==> src/rtl/ram_fill_check.sv <==
// ram_fill_check: fills a RAM window with a (optionally incrementing) pattern, or
// checks a window against it and counts mismatches; 1 word/cycle fill, 2 cycles/word check.
// No backpressure: the RAM is assumed always ready, with read data one cycle after the address.
// Ports: clk/reset (sync, active-high); ctrl_* register slave (0 START, 1 LENGTH,
// 2 PATTERN, 3 CTRL/STATUS); irq level interrupt; m_* RAM master port.
module ram_fill_check #(
  parameter int ADDR_W = 11,
  parameter int CNT_W  = 12
) (
  input  logic              clk,
  input  logic              reset,
  input  logic [1:0]        ctrl_address,
  input  logic              ctrl_write,
  input  logic [31:0]       ctrl_writedata,
  output logic [31:0]       ctrl_readdata,
  output logic              irq,
  output logic [ADDR_W-1:0] m_address,
  output logic              m_chipselect,
  output logic              m_write,
  output logic [3:0]        m_byteenable,
  output logic [31:0]       m_writedata,
  input  logic [31:0]       m_readdata,
  output logic              m_clken
);

  typedef enum logic [1:0] {IDLE, FILL, CHK_REQ, CHK_CMP} state_t;

  state_t              state_q, state_d;
  logic [ADDR_W-1:0]   start_q, start_d;
  logic [CNT_W-1:0]    length_q, length_d;
  logic [31:0]         pattern_q, pattern_d;
  logic                irq_en_q, irq_en_d;
  logic                done_q, done_d;
  logic [CNT_W-1:0]    mismatch_q, mismatch_d;
  logic [ADDR_W-1:0]   addr_q, addr_d;
  logic [CNT_W-1:0]    remain_q, remain_d;
  logic [31:0]         pat_q, pat_d;
  logic                incr_q, incr_d;

  logic busy;
  logic ctrl_wr;
  logic start_req, abort_req, clr_req;
  logic word_done;
  logic unused_wd;

  assign busy      = (state_q != IDLE);
  assign ctrl_wr   = ctrl_write && (ctrl_address == 2'd3);
  assign start_req = ctrl_wr && ctrl_writedata[0];
  assign clr_req   = ctrl_wr && ctrl_writedata[4];
  assign abort_req = ctrl_wr && ctrl_writedata[5];
  assign unused_wd = &{1'b0, ctrl_writedata};

  always_comb begin
    state_d    = state_q;
    start_d    = start_q;
    length_d   = length_q;
    pattern_d  = pattern_q;
    irq_en_d   = irq_en_q;
    done_d     = done_q;
    mismatch_d = mismatch_q;
    addr_d     = addr_q;
    remain_d   = remain_q;
    pat_d      = pat_q;
    incr_d     = incr_q;
    word_done  = 1'b0;

    // Operation parameters are frozen while an operation runs.
    if (ctrl_write && !busy) begin
      case (ctrl_address)
        2'd0:    start_d   = ctrl_writedata[ADDR_W-1:0];
        2'd1:    length_d  = ctrl_writedata[CNT_W-1:0];
        2'd2:    pattern_d = ctrl_writedata;
        default: ;
      endcase
    end

    if (ctrl_wr) irq_en_d = ctrl_writedata[3];
    if (clr_req) done_d = 1'b0;

    case (state_q)
      IDLE: begin
        if (start_req && !abort_req) begin
          addr_d     = start_q;
          remain_d   = length_q;
          pat_d      = pattern_q;
          incr_d     = ctrl_writedata[2];
          mismatch_d = '0;
          if (length_q == '0) begin
            // Empty transfer completes immediately without touching the RAM.
            done_d = 1'b1;
          end else begin
            done_d  = 1'b0;
            state_d = ctrl_writedata[1] ? CHK_REQ : FILL;
          end
        end
      end
      FILL:    word_done = 1'b1;
      CHK_REQ: state_d = CHK_CMP;
      CHK_CMP: begin
        word_done = 1'b1;
        // Read data for the address issued in CHK_REQ is valid now.
        if ((m_readdata != pat_q) && (mismatch_q != '1))
          mismatch_d = mismatch_q + CNT_W'(1);
      end
      default: state_d = IDLE;
    endcase

    if (word_done) begin
      addr_d   = addr_q + ADDR_W'(1);
      remain_d = remain_q - CNT_W'(1);
      if (incr_q) pat_d = pat_q + 32'd1;
      if (remain_q == CNT_W'(1)) begin
        // Completion takes priority over a same-cycle clear_done.
        state_d = IDLE;
        done_d  = 1'b1;
      end else if (state_q == CHK_CMP) begin
        state_d = CHK_REQ;
      end
    end

    // Abort discards the current word: counters hold and done is not raised.
    if (abort_req && busy) begin
      state_d    = IDLE;
      done_d     = 1'b0;
      addr_d     = addr_q;
      remain_d   = remain_q;
      pat_d      = pat_q;
      mismatch_d = mismatch_q;
    end
  end

  always_ff @(posedge clk) begin
    if (reset) begin
      state_q    <= IDLE;
      start_q    <= '0;
      length_q   <= '0;
      pattern_q  <= '0;
      irq_en_q   <= 1'b0;
      done_q     <= 1'b0;
      mismatch_q <= '0;
      addr_q     <= '0;
      remain_q   <= '0;
      pat_q      <= '0;
      incr_q     <= 1'b0;
    end else begin
      state_q    <= state_d;
      start_q    <= start_d;
      length_q   <= length_d;
      pattern_q  <= pattern_d;
      irq_en_q   <= irq_en_d;
      done_q     <= done_d;
      mismatch_q <= mismatch_d;
      addr_q     <= addr_d;
      remain_q   <= remain_d;
      pat_q      <= pat_d;
      incr_q     <= incr_d;
    end
  end

  always_comb begin
    ctrl_readdata = '0;
    case (ctrl_address)
      2'd0: ctrl_readdata[ADDR_W-1:0] = start_q;
      2'd1: ctrl_readdata[CNT_W-1:0]  = length_q;
      2'd2: ctrl_readdata             = pattern_q;
      default: begin
        ctrl_readdata[0]          = busy;
        ctrl_readdata[1]          = done_q;
        ctrl_readdata[2]          = (mismatch_q != '0);
        ctrl_readdata[3]          = irq_en_q;
        ctrl_readdata[16 +: CNT_W] = mismatch_q;
      end
    endcase
  end

  // Strobes are gated by reset so the RAM sees no access in the reset cycle itself.
  assign m_chipselect = !reset && ((state_q == FILL) || (state_q == CHK_REQ));
  assign m_write      = !reset && (state_q == FILL);
  assign m_address    = addr_q;
  assign m_writedata  = pat_q;
  assign m_byteenable = 4'hF;
  assign m_clken      = 1'b1;
  assign irq          = !reset && done_q && irq_en_q;

endmodule

==> config.mk <==
export PLATFORM = sky130hd
export DESIGN_NAME = ram_fill_check
export DESIGN_NICKNAME = d
export VERILOG_FILES = /design/src/rtl/ram_fill_check.sv
export SDC_FILE = /design/constraint.sdc
export NUM_CORES = 1
export LEC_CHECK = 0
export BUFFER_PORTS_ARGS = -buffer_cell sky130_fd_sc_hd__clkbuf_2
export CAP_MARGIN = 30
export CORE_MARGIN = 5
export CORE_UTILIZATION = 50
export DETAILED_ROUTE_END_ITERATION = 12
export PLACE_DENSITY = 0.82
export SLEW_MARGIN = 20
export SYNTH_ARGS = -nofsm -noshare
export SYNTH_HDL_FRONTEND = slang
export SYNTH_SLANG_ARGS = --single-unit
==> constraint.sdc <==
create_clock -name clk -period 2.05 [get_ports clk]
set_input_delay 0 -clock clk [delete_from_list [all_inputs] [get_ports clk]]
set_output_delay 0 -clock clk [all_outputs]
set_load 0.01 [all_outputs]
# Word level (Yosys, flattened, before mapping)
# Cells that the tools add are included.
dict set report word_totals {
  register_bits 127
  input_bits 69
  output_inout_bits 83
}
dict set report classes {
  addsub 4
  eq_ne 11
  muxes 33
  bitwise 1
  n_reduce_logical 33
}
# cell n
set ops {}
lappend ops {{2-to-1 mux 32 bit} 4}
lappend ops {{2-to-1 mux 12 bit} 5}
lappend ops {{one-hot mux 12 bit (2 select lines)} 2}
lappend ops {{2-to-1 mux 11 bit} 3}
lappend ops {{adder 32 x 1 -> 32 bit (second input constant)} 1}
lappend ops {{inequality test 32 bit} 1}
lappend ops {{one-hot mux 7 bit (3 select lines)} 1}
lappend ops {{adder 12 x 1 -> 12 bit (second input constant)} 1}
lappend ops {{== test 12 x 1 -> 1 bit (second input constant)} 1}
lappend ops {{logical AND 1 bit} 12}
lappend ops {{zero test 12 bit} 1}
lappend ops {{2-to-1 mux 2 bit} 6}
lappend ops {{inequality test 12 bit (second input constant)} 1}
lappend ops {{one-hot mux 4 bit (3 select lines)} 1}
lappend ops {{nonzero test 12 bit} 1}
lappend ops {{subtractor 12 x 1 -> 12 bit (second input constant)} 1}
lappend ops {{adder 11 x 1 -> 11 bit (second input constant)} 1}
lappend ops {{== test 2 bit (second input constant)} 4}
lappend ops {{2-to-1 mux 4 bit} 2}
lappend ops {{AND reduction 2 bit} 4}
lappend ops {{nonzero test 2 bit} 4}
lappend ops {{2-to-1 mux 1 bit} 7}
lappend ops {{OR reduction 2 bit} 3}
lappend ops {{== test 2 x 1 -> 1 bit (second input constant)} 2}
lappend ops {{9 further kinds} 13}

# Longest topological paths before layout
dict set report depth {
  ltp_word 10
  ltp_mapped 12
  mapped_depth_nobuf 8
}

# Worst setup path after synthesis
# No wires, ideal clock.
dict set report synth_path {
  path_kind {reg-to-reg}
  from {reg (tool-made name)}
  to {reg pat_q[15] (netlist: m_writedata[15])}
  setup_ns 0.128
  arrival_time_ns 1.992
  required_time_ns 1.922
  setup_slack_ns -0.069
  stages_incl_launch_ff 13
  cell_sequence {dfxtp_1 -> inv_1 -> ha_1 -> buf_4 -> and2_1 -> clkbuf_2 -> and3_1 -> buf_2 -> o21ai_2 -> buf_2 -> a21oi_1 -> o22ai_1 -> nor2_1}
}
# element line_no
set synth_lines {}
lappend synth_lines {{end signal: assignment} 155} ;# pat_q <= pat_d;
lappend synth_lines {{end: declaration} 37} ;# logic [31:0] pat_q, pat_d;

# Worst setup path in the final report
dict set report layout_path {
  from {reg mismatch_q[0]}
  to {out ctrl_readdata[2]}
}
dict set report layout_between {
  elab_chain_cells 2
}
# element line_no
set layout_lines {}
lappend layout_lines {{start: declaration} 34} ;# logic [CNT_W-1:0] mismatch_q, mismatch_d;
lappend layout_lines {{start signal: assignment} 152} ;# mismatch_q <= mismatch_d;
lappend layout_lines {{nonzero test 12 bit} 169} ;# ctrl_readdata[2] = (mismatch_q != '0);
lappend layout_lines {{one-hot mux 4 bit (3 select lines)} 162} ;# case (ctrl_address)
lappend layout_lines {{end: declaration} 15} ;# output logic [31:0] ctrl_readdata,
# No other way between the ends.

==> metrics list <==
- The flow ran to the end, and the final reports show no timing, DRC or antenna violations.
* Highest achievable clock rate: 502 MHz
* Capturing element type of the critical path: primary output
- Insertion delay of the later-clocked pin in the worst-skew pair: 0.43 ns
- Final-report hold violation count: 0
- The Yosys step of the flow raised 0 warnings.
- Dividing the synthesized area by the synthesized cell count gives 7.51 um^2.
* Root Buffer: sky130_fd_sc_hd__clkbuf_16
* DP Wirelength: 18200 um
- The floorplan step defined a die boundary enclosing 0.0173 mm^2.
- For this block, the initial DRC count from the detailed router was 1049.
- Yosys mapped a number of flops with a built-in enable equal to 0.
* Largest voltage drop on the vdd net: 0.000849 V
- Cell family with most CP delay: flip-flops
* CTS tree: done
- The region available for standard cell placement spans 0.0145 mm^2.
- After detailed routing, the total wire length is 26500 um.
* Critical path fanouts, max: 5
* Proportion of register bits with asynchronous set or reset after synthesis: 0
- Using the TritonRoute via totals, the vias-per-cell ratio works out to 6.18.
* Number of setup violations in the final report: 0
- Across all hold checks on the routed design, the worst slack comes to 0.118 ns.
- Number of buffers added by the clock tree synthesis step: 17
- 0 antenna diodes ended up in the layout.
- After detailed routing, the number of remaining DRC violations is 0.
* Flip-flop and latch count after synthesis: 127
- For the worst setup path, the data required time is 2.05 ns.
- Measured on the finished design, the core utilization comes to 0.663.
- The clock drives 127 sinks.
- At the end of routability-driven placement, the weighted congestion stood at 0.950.
- Via count of the first global-routing pass: 7937
- Post-route minimum period: 1.99 ns
* Largest net degree at the start of global routing: 43
- Setup slack closes at 0.0573 ns.
- The mapped netlist covers 0.00736 mm^2.
* Power density over the cells: 818 mW/mm^2
* Area used by multi-input combinational logic: 0.00448 mm^2
- The die is 131 um wide.
* GRT Total Usage: 0.290
- Arrival time reported for the critical path endpoint: 1.99 ns
* Number of rows created at floorplan: 44
- Commonest register cell after synthesis: sky130_fd_sc_hd__dfxtp_1
- Buffers placed on the I/O ports in this run total 146.
* Leakage power figure: 0.00382 uW
* Setup slack after placement: 0.0294 ns
- For the pin with the worst max-slew slack, the measured transition is 0.592 ns.
* Sum of overflow across all layers after global routing: 0
- Initial Util: 0.509
- Sequential element share of the synthesized area: 0.345
* I/O pins: 152
* Layout Skew: 0.00640 ns
- Worst min-delay path category: in2reg
- Worst-path clk slew: 0.06 ns
- Together, buffers and inverters on the worst path number 2.
* Cell count after synthesis: 980
* Number of maximum-capacitance constraint violations: 0
- In the final layout, flip-flops and latches occupy 0.00255 mm^2.
* Final routed wire length divided by cell count: 19.2 um
- The clock passes through at most 2 buffers.
- RSZ-0062 raised after global routing: no
- Number of antenna violations at the first check in global routing: 0
- The worst pin sits at a relative slew slack of 0.602.
* Number of fill cells: 1130
- The max-slew violation count is 0.
- Die height: 131 um
* Fraction of layout cells with a size suffix above 1: 0.249
* Final antenna-violating net count: 0
- STA classifies the critical path startpoint as a register.
- Length of the first detailed-routing pass in iterations: 7
- Synth-to-layout area growth: 30.5%
- Among all stages on the critical path, the largest delay is contributed by sky130_fd_sc_hd__dfxtp_1.
- Walking the worst path, the cells encountered are inv_1, ha_1, nor4b_1, and3_1, a21oi_1, clkbuf_2.
* H-tree depth: 4
* Via count: 8522
* Delay of the slowest critical-path stage: 0.42 ns
* Slack of the worst reg-to-reg path: 0.08 ns
* Classification of the worst setup path: reg2out
* First-pass GRT wire length: 41700 um
* Final Cycle Share: 0.972
* # nets final: 1265
* Final total power: 7860 uW
- Number of unique standard cell types used by synthesis: 65
[cells in the final DEF, fill, tap and decap left out, drive strengths merged, types with 9 or more instances in the layout]
master,netlist,layout
a211oi,18,18
a21oi,95,95
a221oi,9,9
a222oi,10,10
a22oi,19,19
and2,18,18
and3,13,13
buf,31,74
clkbuf,46,166
dfxtp,127,127
dlygate4sd3,0,33
ha,15,15
inv,17,20
nand2,219,219
nand3,26,26
nand4,24,24
nor2,68,68
nor3,15,15
nor4,9,9
o21ai,62,62
o22ai,15,15
xnor2,36,36
[report_power, final]
part	switching (uW)	internal (uW)	total, uW
Combinational	1190	847	2040
Clock	1250	1720	2960
Sequential	205	2650	2850
Total	2640	5210	7860
[Yosys cell counts, types with 9 or more instances]
cell	n	area (um^2)
sky130_fd_sc_hd__xnor2_1	36	315
sky130_fd_sc_hd__a221oi_1	9	78.8
sky130_fd_sc_hd__inv_1	17	63.8
sky130_fd_sc_hd__a21oi_1	92	460
sky130_fd_sc_hd__o21ai_0	60	300
sky130_fd_sc_hd__nand3_1	23	115
sky130_fd_sc_hd__a22oi_1	19	143
sky130_fd_sc_hd__a222oi_1	10	100
sky130_fd_sc_hd__and2_1	18	113
sky130_fd_sc_hd__and3_1	13	81.3
sky130_fd_sc_hd__dfxtp_1	127	2540
sky130_fd_sc_hd__clkbuf_1	42	158
sky130_fd_sc_hd__a211oi_1	17	128
sky130_fd_sc_hd__ha_1	15	188
sky130_fd_sc_hd__nand4_1	22	138
sky130_fd_sc_hd__o22ai_1	15	93.8
sky130_fd_sc_hd__buf_2	19	95.1
sky130_fd_sc_hd__nand2_1	219	822
sky130_fd_sc_hd__nor3_1	14	70.1
sky130_fd_sc_hd__nor2_1	66	248
[registers in the layout, indices dropped and copies added, names as in the netlist, named ones only]
signal	flops
m_address	11
pattern_q	32
start_q	11
length_q	12
remain_q	12
incr_q	1
state_q	1
done_q	1
mismatch_q	12
m_writedata	32
irq_en_q	1
[cell families (layout without fill, tap and decap cells)]
kind of cell / Yosys count / in the layout / share of synthesized area
buffers and inverters: 94 / 304 / 0.0559
muxes: 9 / 9 / 0.0124
DFF: 127 / 127 / 0.345
and+or+nand+nor: 423 / 423 / 0.275
xor gates and xnor gates: 44 / 44 / 0.0523
other: 1 / 5 / 0.000509
adders and majority gates: 15 / 15 / 0.0255
AOI/OAI and AO/OA: 267 / 267 / 0.233
[path summary, 6_finish.rpt]
| path | to | start | depth (start not counted) |
|---|---|---|---|
| setup / recovery | ctrl_readdata[2] | mismatch_q[0]$_SDFFE_PP0P_ | 6 |
| hold / removal | irq_en_q$_SDFFE_PP0N_ | ctrl_write | 4 |
| setup reg to reg | remain_q[0]$_SDFFE_PP0P_ | register | 9 |
| hold reg to reg | pattern_q[28]$_SDFFE_PP0P_ | pattern_q[28]$_SDFFE_PP0P_ | 2 |
[tightest hold or removal path, delay by kind of cell]
family                 cells  cell delay, ns
buffers and inverters      1            0.17
multiplexers               1            0.09
AND/OR/NAND/NOR            2            0.25
[metal layers]
| layer | up-vias | share of wire | GRT usage |
|---|---|---|---|
| met5 | - | 0 | 0 |
| met4 | 0 | 0.051 | 0.127 |
| met2 | 626 | 0.46 | 0.480 |
| li1 | 3863 | - | - |
| met3 | 125 | 0.10 | 0.0604 |
| met1 | 3908 | 0.38 | 0.365 |
[what timing repair did]
item | CTS | global route
resized for setup | 0 | 19
hold buffers | 33 | 0
setup buffers | 0 | 3
hold endpoints to repair | 70 | 0
endpoints found under the setup margin | 0 | 56
[layout make-up]
cell class	instances	area share
repair buffers	255	0.178
inverters	17	0.00664
well taps	184	0.0240
clock inverters	14	0.0142
multi-input cells	763	0.466
clock buffers	18	0.0457
flip-flops and latches	127	0.265
[through the flow]
step            TNS, ns  std cells  instance area (um^2)
2_1_floorplan  -0.00130        984                  7390
3_3_place_gp          0       1307                  8550
3_5_place_dp          0       1307                  8550
4_1_cts               0       1372                  9450
5_1_grt               0       1378                  9610
6_report              0       1378                  9610
No activity file was read; power rests on OpenSTA's default activity.
